==> src/rtl/f_ifu_pkg.sv <==
// +--------------------------------------------------------------------+
// | f_ifu_pkg : shared state encodings and constants for the fetch unit|
// | Rev 1.0                                                            |
// +--------------------------------------------------------------------+
`default_nettype none

package f_ifu_pkg;

  typedef logic [1:0] state_t;

  localparam state_t c_f_req  = 2'd0;
  localparam state_t c_f_wait = 2'd1;
  localparam state_t c_f_hold = 2'd2;

  localparam logic [31:0] c_reset_pc = 32'h0000_3000;
  localparam logic [31:0] c_nop      = 32'h0000_0000;

  function automatic logic [31:0] word_addr(input logic [31:0] pc);
    return {pc[31:2], 2'b00};
  endfunction

endpackage

`default_nettype wire

==> src/rtl/f_ifu_ibuf.sv <==
// +--------------------------------------------------------------------+
// | f_ibuf : one-entry instruction holding register (load/clear)       |
// | Rev 1.0                                                            |
// +--------------------------------------------------------------------+
`default_nettype none

module f_ibuf
  import f_ifu_pkg::*;
(
  input  logic        clk,
  input  logic        reset,
  input  logic        load,
  input  logic        clear,
  input  logic [31:0] din,
  output logic        valid,
  output logic [31:0] dout
);

  logic        r_valid;
  logic [31:0] r_data;

  // clear wins so a fire edge always leaves the buffer empty
  always_ff @(posedge clk or negedge reset) begin
    if (!reset) begin
      r_valid <= 1'b0;
      r_data  <= c_nop;
    end else if (clear) begin
      r_valid <= 1'b0;
      r_data  <= c_nop;
    end else if (load) begin
      r_valid <= 1'b1;
      r_data  <= din;
    end
  end

  assign valid = r_valid;
  assign dout  = r_data;

endmodule

`default_nettype wire

==> src/rtl/f_ifu.sv <==
// +--------------------------------------------------------------------+
// | f_ifu : fetch-stage PC owner, single-outstanding instruction fetch |
// | Optional fetch address-error check: F_ADEL_CHECK_EN               |
// | Rev 1.0                                                            |
// +--------------------------------------------------------------------+
`default_nettype none

module f_ifu
  import f_ifu_pkg::*;
#(
  parameter logic [31:0] RESET_PC = c_reset_pc,
  parameter logic [31:0] PC_LO    = 32'h0000_3000,
  parameter logic [31:0] PC_HI    = 32'h0000_6FFC
) (
  input  logic        clk,
  input  logic        reset,
  input  logic        stall,
  input  logic [31:0] nPc,
  output logic        im_req,
  output logic [31:0] im_addr,
  input  logic        im_gnt,
  input  logic        im_rvalid,
  input  logic [31:0] im_rdata,
  output logic        f_valid,
  output logic [31:0] f_pc,
  output logic [31:0] f_instr,
  output logic        f_exc_adel
);

  state_t      r_state;
  state_t      w_state_nxt;
  logic [31:0] r_pc;
  logic        w_adel;
  logic        w_fire;
  logic        w_buf_load;
  logic        w_buf_valid;
  logic [31:0] w_buf_data;

`ifdef F_ADEL_CHECK_EN
  assign w_adel = (r_pc[1:0] != 2'b00) || (r_pc < PC_LO) || (r_pc > PC_HI);
`else
  logic w_unused_cfg;
  assign w_unused_cfg = ^{PC_LO, PC_HI};
  assign w_adel       = 1'b0;
`endif

  always_ff @(posedge clk or negedge reset) begin
    if (!reset) r_state <= c_f_req;
    else        r_state <= w_state_nxt;
  end

  // a faulting PC never reaches memory; it is presented straight from REQ
  always_comb begin
    w_state_nxt = r_state;
    case (r_state)
      c_f_req: begin
        if (!w_adel && im_gnt) w_state_nxt = c_f_wait;
      end
      c_f_wait: begin
        if (im_rvalid) w_state_nxt = stall ? c_f_hold : c_f_req;
      end
      c_f_hold: begin
        if (!stall) w_state_nxt = c_f_req;
      end
      default: w_state_nxt = c_f_req;
    endcase
  end

  always_comb begin
    im_req     = 1'b0;
    f_valid    = 1'b0;
    f_instr    = c_nop;
    f_exc_adel = 1'b0;
    if (reset) begin
      case (r_state)
        c_f_req: begin
          im_req     = !w_adel;
          f_valid    = w_adel;
          f_exc_adel = w_adel;
        end
        c_f_wait: begin
          f_valid = im_rvalid;
          if (im_rvalid) f_instr = im_rdata;
        end
        c_f_hold: begin
          f_valid = w_buf_valid;
          f_instr = w_buf_data;
        end
        default: ;
      endcase
    end
  end

  assign w_fire     = f_valid && !stall;
  assign w_buf_load = (r_state == c_f_wait) && im_rvalid && stall;

  always_ff @(posedge clk or negedge reset) begin
    if (!reset)      r_pc <= RESET_PC;
    else if (w_fire) r_pc <= nPc;
  end

  f_ibuf u_ibuf (
    .clk   (clk),
    .reset (reset),
    .load  (w_buf_load),
    .clear (w_fire),
    .din   (im_rdata),
    .valid (w_buf_valid),
    .dout  (w_buf_data)
  );

  assign im_addr = word_addr(r_pc);
  assign f_pc    = r_pc;

endmodule

`default_nettype wire

==> config.mk <==
export PLATFORM = sky130hd
export DESIGN_NAME = f_ifu
export DESIGN_NICKNAME = d
export VERILOG_FILES = /design/src/rtl/f_ifu_pkg.sv /design/src/rtl/f_ifu_ibuf.sv /design/src/rtl/f_ifu.sv
export SDC_FILE = /design/constraint.sdc
export NUM_CORES = 1
export LEC_CHECK = 0
export CAP_MARGIN = 10
export CORE_MARGIN = 3
export CORE_UTILIZATION = 34
export CTS_CLUSTER_SIZE = 30
export DETAILED_ROUTE_END_ITERATION = 8
export PLACE_DENSITY_LB_ADDON = 0.1
export SETUP_SLACK_MARGIN = 0.2
export SYNTH_ARGS = -nofsm -noshare
export SYNTH_HDL_FRONTEND = slang
export SYNTH_SLANG_ARGS = --single-unit
export TNS_END_PERCENT = 1
==> constraint.sdc <==
create_clock -name clk -period 1.6 [get_ports clk]
set_input_delay 0.24 -clock clk [delete_from_list [all_inputs] [get_ports clk]]
set_output_delay 0.24 -clock clk [all_outputs]
set_load 0.02 [all_outputs]
## Yosys cells after proc, flatten, opt, wreduce, memory -nomap -nowiden

Index checks and enable logic that the tools add are counted.

| cells by class | value |
|---|---|
| equality and inequality tests | 5 |
| reduce and logical (&&, ||, !) cells | 7 |
| muxes and demuxes | 16 |

Operators by type and width:

| operator | number |
|---|---|
| $mux 32 | 4 |
| $pmux 32 s2 | 1 |
| $mux 2 | 4 |
| $ne 2x2->1 const B | 3 |
| $pmux 2 s3 | 1 |
| $mux 1 | 5 |
| $logic_and 1x1->1 | 3 |
| $reduce_and 3->1 | 1 |
| $eq 2x1->1 const B | 1 |
| $eq 2x2->1 const B | 1 |
| $logic_not 2->1 | 1 |
| $pmux 1 s2 | 1 |
| $reduce_bool 2->1 | 1 |
| $logic_not 1->1 | 1 |

| storage, ports and cells | value |
|---|---|
| flip-flop bits (word level) | 67 |
| word-level logic and storage cells | 32 |
| input bits | 69 |

## Logic depth before layout (Yosys ltp)

Gate-level depths: netlist of run 1.

| logic depth | value |
|---|---|
| depth after elaboration | 5 |
| gate-level depth with buffers | 7 |
| depth with buffers taken out | 5 |

## Modules after synthesis

A second synthesis of run 1 with hierarchy kept.

| unflattened totals | value |
|---|---|
| cells, all modules | 305 |
| area total of the unflattened synthesis | 3427.0 µm² |

Modules (own cells, without submodules):

| module | seq. area each (µm²) | cells each | times used | area an instance (µm²) |
|---|---|---|---|---|
| f_ifu | 853.3 | 198 | 1 | 2063.2 |
| f_ibuf | 825.8 | 107 | 1 | 1363.8 |

## Worst setup path before layout of run 1

OpenSTA, ideal clock, no wires.

| timing path | value |
|---|---|
| path type | flip-flop to output port |
| start | register r_state[1] |
| end | output port f_instr[10] |
| buffers on the path | 2 |
| slack | -0.193 ns |
| arrival time | 1.553 ns |
| stages on the path, launching flop included | 8 |
| data required time | 1.360 ns |
| path through | dfrtp_1 > inv_1 > ha_1 > and2_1 > buf_2 > buf_2 > a22oi_1 > nor2_1 |

| on the way | value |
|---|---|
| longest elaborated chain between the ends | 3 |
| elaborated cells between the ends (all ways) | 4 |

Ends and longest elaborated chain:

| what | RTL line | RTL |
|---|---|---|
| start: declaration | f_ifu.sv:30 | `state_t r_state;` |
| start signal: assignment | f_ifu.sv:48 | `if (!reset) r_state <= c_f_req;` |
| start signal: assignment | f_ifu.sv:49 | `else r_state <= w_state_nxt;` |
| $eq 2x2->1 / $eq 2x1->1 (equally long branches) | f_ifu.sv:75 | `case (r_state)` |
| $pmux 32 s2 * | f_ifu.sv:75 |  |
| $mux 32 * | f_ifu.sv:74 | `if (reset) begin` |
| end: declaration | f_ifu.sv:26 | `output logic [31:0] f_instr,` |

Mark *: on every way between the ends. The rest lies on a longest branch, timed or not.

## Final worst setup path of run 1

| timing path | value |
|---|---|
| start | register r_state[1] |
| end | output port f_instr[22] |

Same word-level chain as after synthesis.

==> results of run 1 <==
-- critical path: cells and delay by family, from the launching register on --
kind	cells	cell delay [ns]
and+or+nand+nor	2	0.25
DFF	1	0.39
AOI/OAI and AO/OA	1	0.07
adders and majority gates	1	0.19
buffers and inverters	4	0.50
-- cells in the mapped netlist (all sizes together) --
library cell,n
conb,1
nor3,1
buf,48
o221ai,1
nand3,1
nand2,3
mux2,33
nor2,35
ha,4
a22o,31
dfstp,2
inv,4
and2,2
a22oi,33
o21ai,1
mux2i,3
o31a,1
clkbuf,7
and3,1
dfrtp,65
-- logic make-up after synthesis --
kind of cell / Yosys count
compound gates: 67
flops: 67
buf+inv: 59
simple gates: 43
mux: 36
fa+ha+maj: 4
other cells: 1
-- metal layers --
layer	global-route usage, %	part of all wire (%)	vias up	wire length (um)
met3	5.52	8.2	6	726
met2	27.0	48	118	4240
li1	-	-	1285	-
met1	20.7	43	1300	3870
met4	3.99	0.73	0	65
met5	0	0	-	0
-- cells in the final DEF (no fill, tap or decap), types with 3 or more instances in the layout --
cell             instances
conb_1                   3
nor2_1                   5
clkinv_2                 3
clkbuf_8                10
buf_2                    4
buf_4                   54
dfrtp_1                 65
buf_6                   10
buf_12                   5
a22o_1                  31
clkdlybuf4s50_1         67
mux2_1                   3
nor2_2                  30
dlygate4sd2_1           58
mux2i_1                  3
a22oi_1                  9
a22oi_2                 23
mux2_2                  30
-- layout make-up --
type | instances | area [um2] | area share (%)
Clock inverter | 3 | 15.0 | 0.279
Timing Repair Buffer | 205 | 1930 | 35.8
Multi-Input combinational cell | 153 | 1440 | 26.7
Clock buffer | 12 | 145 | 2.70
Tap cell | 129 | 161 | 3.00
Sequential cell | 67 | 1680 | 31.2
Inverter | 4 | 15.0 | 0.279
-- power groups by stage --
| stage | Combinational (uW) | Sequential [uW] | Clock (uW) |
|---|---|---|---|
| 4_1_cts | 5550 | 3100 | 1240 |
| 6_report | 5520 | 3110 | 1180 |
| 2_1_floorplan | 2970 | 3480 | 0 |
| 3_3_place_gp | 5520 | 3090 | 0 |
| 5_1_grt | 5860 | 3230 | 1320 |
| 3_5_place_dp | 5600 | 3100 | 0 |
-- worst paths after layout --
kind	from	to	slack (ns)	depth (start not counted)
setup / recovery	r_state[1]$_DFFE_PN0P_	f_instr[22]	-0.38	8
hold / removal	reset	f_pc[10]$_DFFE_PN0P_	0.24	3
setup reg to reg	r_state[0]$_DFFE_PN0P_	u_ibuf.dout[5]$_DFFE_PN0P_	-0.34	9
hold reg to reg	f_pc[0]$_DFFE_PN0P_	f_pc[0]$_DFFE_PN0P_	0.50	1
max in group asynchronous	reset	u_ibuf.dout[11]$_DFFE_PN0P_	0.83	3
min in group clk	f_pc[0]$_DFFE_PN0P_	f_pc[0]$_DFFE_PN0P_	0.50	1
-- stage by stage --
stage	total power, uW	instance area, um2	instances
final	9810	5380	573
after floorplan	6450	3340	279
after global placement	8610	5100	552
after detailed placement	8700	5100	552
after CTS	9890	5360	573
after global routing	10400	5380	573
-- sequential cells by signal (all words and copies together), names as in the netlist --
signal / count
r_state: 2
f_pc: 32
u_ibuf.dout: 32
u_ibuf.valid: 1
-- repair_timing --
item	in CTS	in global routing
gates cloned	2	0
setup buffers	4	0
pin swaps	3	2
resized for setup	267	15
setup endpoints to repair	163	104
==> results.sh, run 1 <==
export IMPL_grt_pass1_wl_um=14200
export IMPL_path_clk_slew_ns=0.07
export IMPL_syn_area_mm2=0.00326
export IMPL_synth_top_family_by_area="compound AO/OA/AOI/OAI gates"
export IMPL_routed_wl_um=8900
export IMPL_muxShareOfSynthArea_pct=12.3
export IMPL_fillCellCount=853
export IMPL_final_setup_tns_ns=-30.05
export IMPL_cts_tree="done"
export IMPL_fin_crit_sh_pct=124
export IMPL_fin_ws_ns=-0.377
export IMPL_critPathSlowestCell="dfrtp_1"
export IMPL_clk_latency_ns=0.33
export IMPL_maxCapViolations=0
export IMPL_outcome="finished, violations left"
export IMPL_synth_compound_area_share_pct=17.0
export IMPL_diodes=0
export IMPL_setup_viol_count_final=97
export IMPL_seq_area_frac_synth_pct=51.5
export IMPL_power_frac_clock_pct=12.1
export IMPL_drc=0
export IMPL_pre_cts_slack_ns=-0.596
export IMPL_crit_path_end_kind="output port"
export IMPL_p_int_uw=5800
export IMPL_hold_viol_final=0
export IMPL_max_freq_mhz=506
export IMPL_die_h_um=104
export IMPL_grt_max_degree=68
export IMPL_grt_antenna_before_repair=0
export IMPL_dieArea_mm2=0.0108
export IMPL_root_buffer="clkbuf_8"
export IMPL_core_area_mm2=0.00928
export IMPL_critical_path_max_stage_delay_ns=0.39
export IMPL_synth_top_cell_area_share_pct=49.9
export IMPL_wl_per_cell_um=15.5
export IMPL_p_per_area_mw_per_mm2=1820
export IMPL_start_util_pct=35.1
export IMPL_dr_pass1_iters=4
export IMPL_synth_top_area_cell="dfrtp_1"
export IMPL_vias_per_cell=4.73
export IMPL_crit_arrival_ns=1.74
export IMPL_rows=35
export IMPL_synth_warnings=0
export IMPL_max_slew_margin_pct=44.4
export IMPL_pin_count=168
export IMPL_cp_start_kind="flip-flop"
export IMPL_dieWidth_um=104
export IMPL_final_min_clock_period_ns=1.98
export IMPL_antenna_left=0
export IMPL_hp_class="in -> async"
export IMPL_grt_overflow_total=0
export IMPL_yosysUniqueCellTypes=25
export IMPL_grt_total_usage_pct=16.4
export IMPL_slew_viol_final=0
export IMPL_synth_area_leaders="dfrtp_1 (50%), mux2_2 (10%), a22o_1 (8.3%)"
export IMPL_cts_made_buffers=9
export IMPL_h_tree_depth=3
export IMPL_drive_above_1_share_pct=42.6
export IMPL_violations="setup timing"
export IMPL_port_buffers=164
export IMPL_synthXorXnorAreaFrac_pct=0
export IMPL_vias=2709
export IMPL_path_class="reg -> out"
export IMPL_whs_ns=0.238
export IMPL_ir_drop_mv=0.664
export IMPL_crit_fanout=8
export IMPL_p_comb_share_pct=56.2
export IMPL_cts_hold_buf=0
export IMPL_required_ns=1.36
export IMPL_synth_seq_cells=67
export IMPL_avgSynthCellArea_um2=11.8
export IMPL_power_switching_uw=4010
export IMPL_worstMarginPinSlew_ns=0.834
export IMPL_rsz0062_at_grt="yes"
export IMPL_area_delta_synth_final_pct=65.0
export IMPL_switching_share_pct=40.8
export IMPL_final_nets=513
export IMPL_gp_congestion=0.764
export IMPL_fin_util_pct=58.0
export IMPL_grt_pass1_vias=2688
export IMPL_place_detailed_hpwl_um=6260
export IMPL_finClkSkew_ns=0.0101
export IMPL_syn_instance_count=277
export IMPL_first_iter_violations=76
export IMPL_cts_max_path_buffers=2
export IMPL_crit_chain="inv_2, ha_2, and2_4, buf_12, buf_8, a22oi_2, nor2_2, buf_4"
export IMPL_synth_simple_gate_area_share_pct=5.68
export IMPL_synthAdderAreaFrac_pct=1.53
export IMPL_seqPwrFrac_pct=31.7
export IMPL_leakage_uw=0.00247
export IMPL_numClockSinks=67
Note: power is estimated with default switching activity, not from simulation.
==> run 2: changes to the inputs <==
--- a/config.mk
+++ b/config.mk
@@ -8,6 +8,7 @@
 export CAP_MARGIN = 10
 export CORE_MARGIN = 3
 export CORE_UTILIZATION = 34
+export CTS_BUF_LIST = sky130_fd_sc_hd__clkbuf_8
 export CTS_CLUSTER_SIZE = 30
 export DETAILED_ROUTE_END_ITERATION = 8
 export PLACE_DENSITY_LB_ADDON = 0.1
==> run 2 against run 1 <==
Effect of this change:
- the run still ends with setup timing left
- fmax barely moved
- critical path depth did not move
- highest routed layer unchanged
- combinational power about the same
- core utilization unchanged
- worst setup slack gained 0.0011 ns
- sequential power hardly changed
- routed wire length decreased by 0.11%
- cell area did not move
- largest power group unchanged
- clock-buffer cell count down 2
- largest cell class unchanged
- clock skew fell by 0.00060 ns
- sequential share of layout area unchanged
- clock power about the same
==> results.sh, run 2 (same netlist as run 1, synthesis figures left out) <==
export IMPL_outcome="finished, violations left"
export IMPL_violations="setup timing"
export IMPL_worstMarginPinSlew_ns=0.833
export IMPL_grt_pass1_wl_um=14200
export IMPL_antenna_left=0
export IMPL_crit_family="buffers and inverters"
export IMPL_setup_viol_count_final=97
export IMPL_port_buffers=164
export IMPL_diodes=0
export IMPL_h_tree_depth=3
export IMPL_area_delta_synth_final_pct=65.0
export IMPL_p_per_area_mw_per_mm2=1820
export IMPL_hold_viol_final=0
export IMPL_hp_class="in -> async"
export IMPL_pin_count=168
export IMPL_grt_max_degree=68
export IMPL_place_detailed_hpwl_um=6260
export IMPL_design_area_mm2=0.00538
export IMPL_pre_cts_slack_ns=-0.596
export IMPL_critPathSlowestCell="dfrtp_1"
export IMPL_wl_per_cell_um=15.5
export IMPL_rsz0062_at_grt="yes"
export IMPL_path_clk_slew_ns=0.07
export IMPL_final_min_clock_period_ns=1.98
export IMPL_final_nets=513
export IMPL_fin_crit_sh_pct=124
export IMPL_multi_input_area_mm2=0.00144
export IMPL_cp_start_kind="flip-flop"
export IMPL_clk_latency_ns=0.33
export IMPL_crit_cells=8
export IMPL_grt_antenna_before_repair=0
export IMPL_ir_drop_mv=0.664
export IMPL_finClkSkew_ns=0.00945
export IMPL_cts_tree="done"
export IMPL_rows=35
export IMPL_final_common_cell="clkdlybuf4s50_1"
export IMPL_maxCapViolations=0
export IMPL_dieWidth_um=104
export IMPL_vias_per_cell=4.73
export IMPL_dr_pass1_iters=4
export IMPL_cp_num_buf_inv=4
export IMPL_seq_area_mm2=0.00168
export IMPL_drc=0
export IMPL_dieArea_mm2=0.0108
export IMPL_crit_chain="inv_2, ha_2, and2_4, buf_12, buf_8, a22oi_2, nor2_2, buf_4"
export IMPL_cts_made_buffers=9
export IMPL_grt_overflow_total=0
export IMPL_routed_wl_um=8890
export IMPL_grt_pass1_vias=2686
export IMPL_gp_congestion=0.764
export IMPL_fin_util_pct=58.0
export IMPL_max_freq_mhz=506
export IMPL_critical_path_max_stage_delay_ns=0.39
export IMPL_first_iter_violations=77
export IMPL_dpl_instance_area_mm2=0.00510
export IMPL_required_ns=1.36
export IMPL_grt_total_usage_pct=16.4
export IMPL_die_h_um=104
export IMPL_start_util_pct=35.1
export IMPL_cts_max_path_buffers=2
export IMPL_root_buffer="clkbuf_8"
export IMPL_final_cell_mix="clkdlybuf4s50_1 (67), dfrtp_1 (65), dlygate4sd2_1 (58)"
export IMPL_core_area_mm2=0.00928
export IMPL_path_class="reg -> out"
export IMPL_vias=2710
export IMPL_slew_viol_final=0
export IMPL_crit_arrival_ns=1.74
export IMPL_fillCellCount=853
export IMPL_place_inst=552
export IMPL_max_slew_margin_pct=44.5
export IMPL_fin_cells=573
export IMPL_r2r_cells=8
export IMPL_drive_above_1_share_pct=42.6
export IMPL_crit_path_end_kind="output port"
export IMPL_crit_fanout=8
export IMPL_numClockSinks=67
export IMPL_leakage_uw=0.00248
export IMPL_fin_ws_ns=-0.376
==> run 2: changes by cell type in the layout (fill, tap and decap cells not counted) <==
cell,before,now
inv_1,2,4
clkbuf_1,2,0
==> run 2: repair_timing <==
| item | CTS | global route |
|---|---|---|
| setup endpoints to repair | 163 | 104 |
| hold buffers | 0 | 0 |
| cloned | 2 | 0 |
| gates resized for setup | 267 | 15 |
| hold endpoints to repair | 0 | 0 |
| pin swaps | 3 | 2 |
| setup buffers | 4 | 0 |
==> run 2: area by class of cell <==
cell class | instances | area share, %
inverters | 4 | 0.279
repair buffers | 205 | 35.8
clock buffers | 10 | 2.56
flip-flops and latches | 67 | 31.2
clock inverters | 5 | 0.419
multi-input cells | 153 | 26.7
well taps | 129 | 3.00
==> run 2: per-layer routing <==
metal | global-route usage (%) | vias up | share of wire [%]
li1 | - | 1284 | -
met3 | 5.52 | 6 | 8.5
met4 | 3.99 | 0 | 0.73
met2 | 27.0 | 123 | 48
met5 | 0 | - | 0
met1 | 20.7 | 1297 | 43
==> run 2: worst paths after layout <==
check / end / startpoint / slack, ns
max: f_instr[22] / r_state[1]$_DFFE_PN0P_ / -0.38
min: f_pc[10]$_DFFE_PN0P_ / reset / 0.24
max reg2reg: f_pc[15]$_DFFE_PN0P_ / r_state[0]$_DFFE_PN0P_ / -0.34
min reg2reg: f_pc[0]$_DFFE_PN0P_ / f_pc[0]$_DFFE_PN0P_ / 0.50
max in group asynchronous: u_ibuf.dout[11]$_DFFE_PN0P_ / reset / 0.83
min in group clk: f_pc[0]$_DFFE_PN0P_ / f_pc[0]$_DFFE_PN0P_ / 0.50
==> run 2: power by group <==
| group | internal, uW | switching [uW] |
|---|---|---|
| Combinational | 2670 | 2840 |
| Sequential | 2540 | 564 |
| Clock | 577 | 592 |
| Total | 5790 | 4000 |
==> run 2: through the flow <==
step / total power (uW) / TNS, ns / hold slack, ns
3_5_place_dp: 8700 / -40.84 / 0.483
6_report: 9790 / -29.74 / 0.237
2_1_floorplan: 6450 / -7.36 / -0.0556
5_1_grt: 10400 / -39.66 / 0.307
3_3_place_gp: 8610 / -37.27 / 0.470
4_1_cts: 9880 / -33.49 / 0.254
==> run 2: worst register-to-register path: cells and delay by family, from the launching register on <==
kind | cells | cell delay, ns
DFF | 1 | 0.41
AOI/OAI and AO/OA | 1 | 0.08
adders and majority gates | 1 | 0.20
buffers and inverters | 4 | 0.63
and+or+nand+nor | 1 | 0.14
muxes | 1 | 0.37
==> run 3: changes to the inputs <==
--- a/config.mk
+++ b/config.mk
@@ -11,6 +11,7 @@
 export CTS_BUF_LIST = sky130_fd_sc_hd__clkbuf_8
 export CTS_CLUSTER_SIZE = 30
 export DETAILED_ROUTE_END_ITERATION = 8
+export GPL_ROUTABILITY_DRIVEN = 0
 export PLACE_DENSITY_LB_ADDON = 0.1
 export SETUP_SLACK_MARGIN = 0.2
 export SYNTH_ARGS = -nofsm -noshare
==> results of run 3 <==
Same layout as run 2: the final DEF is identical, and so are final timing and power.
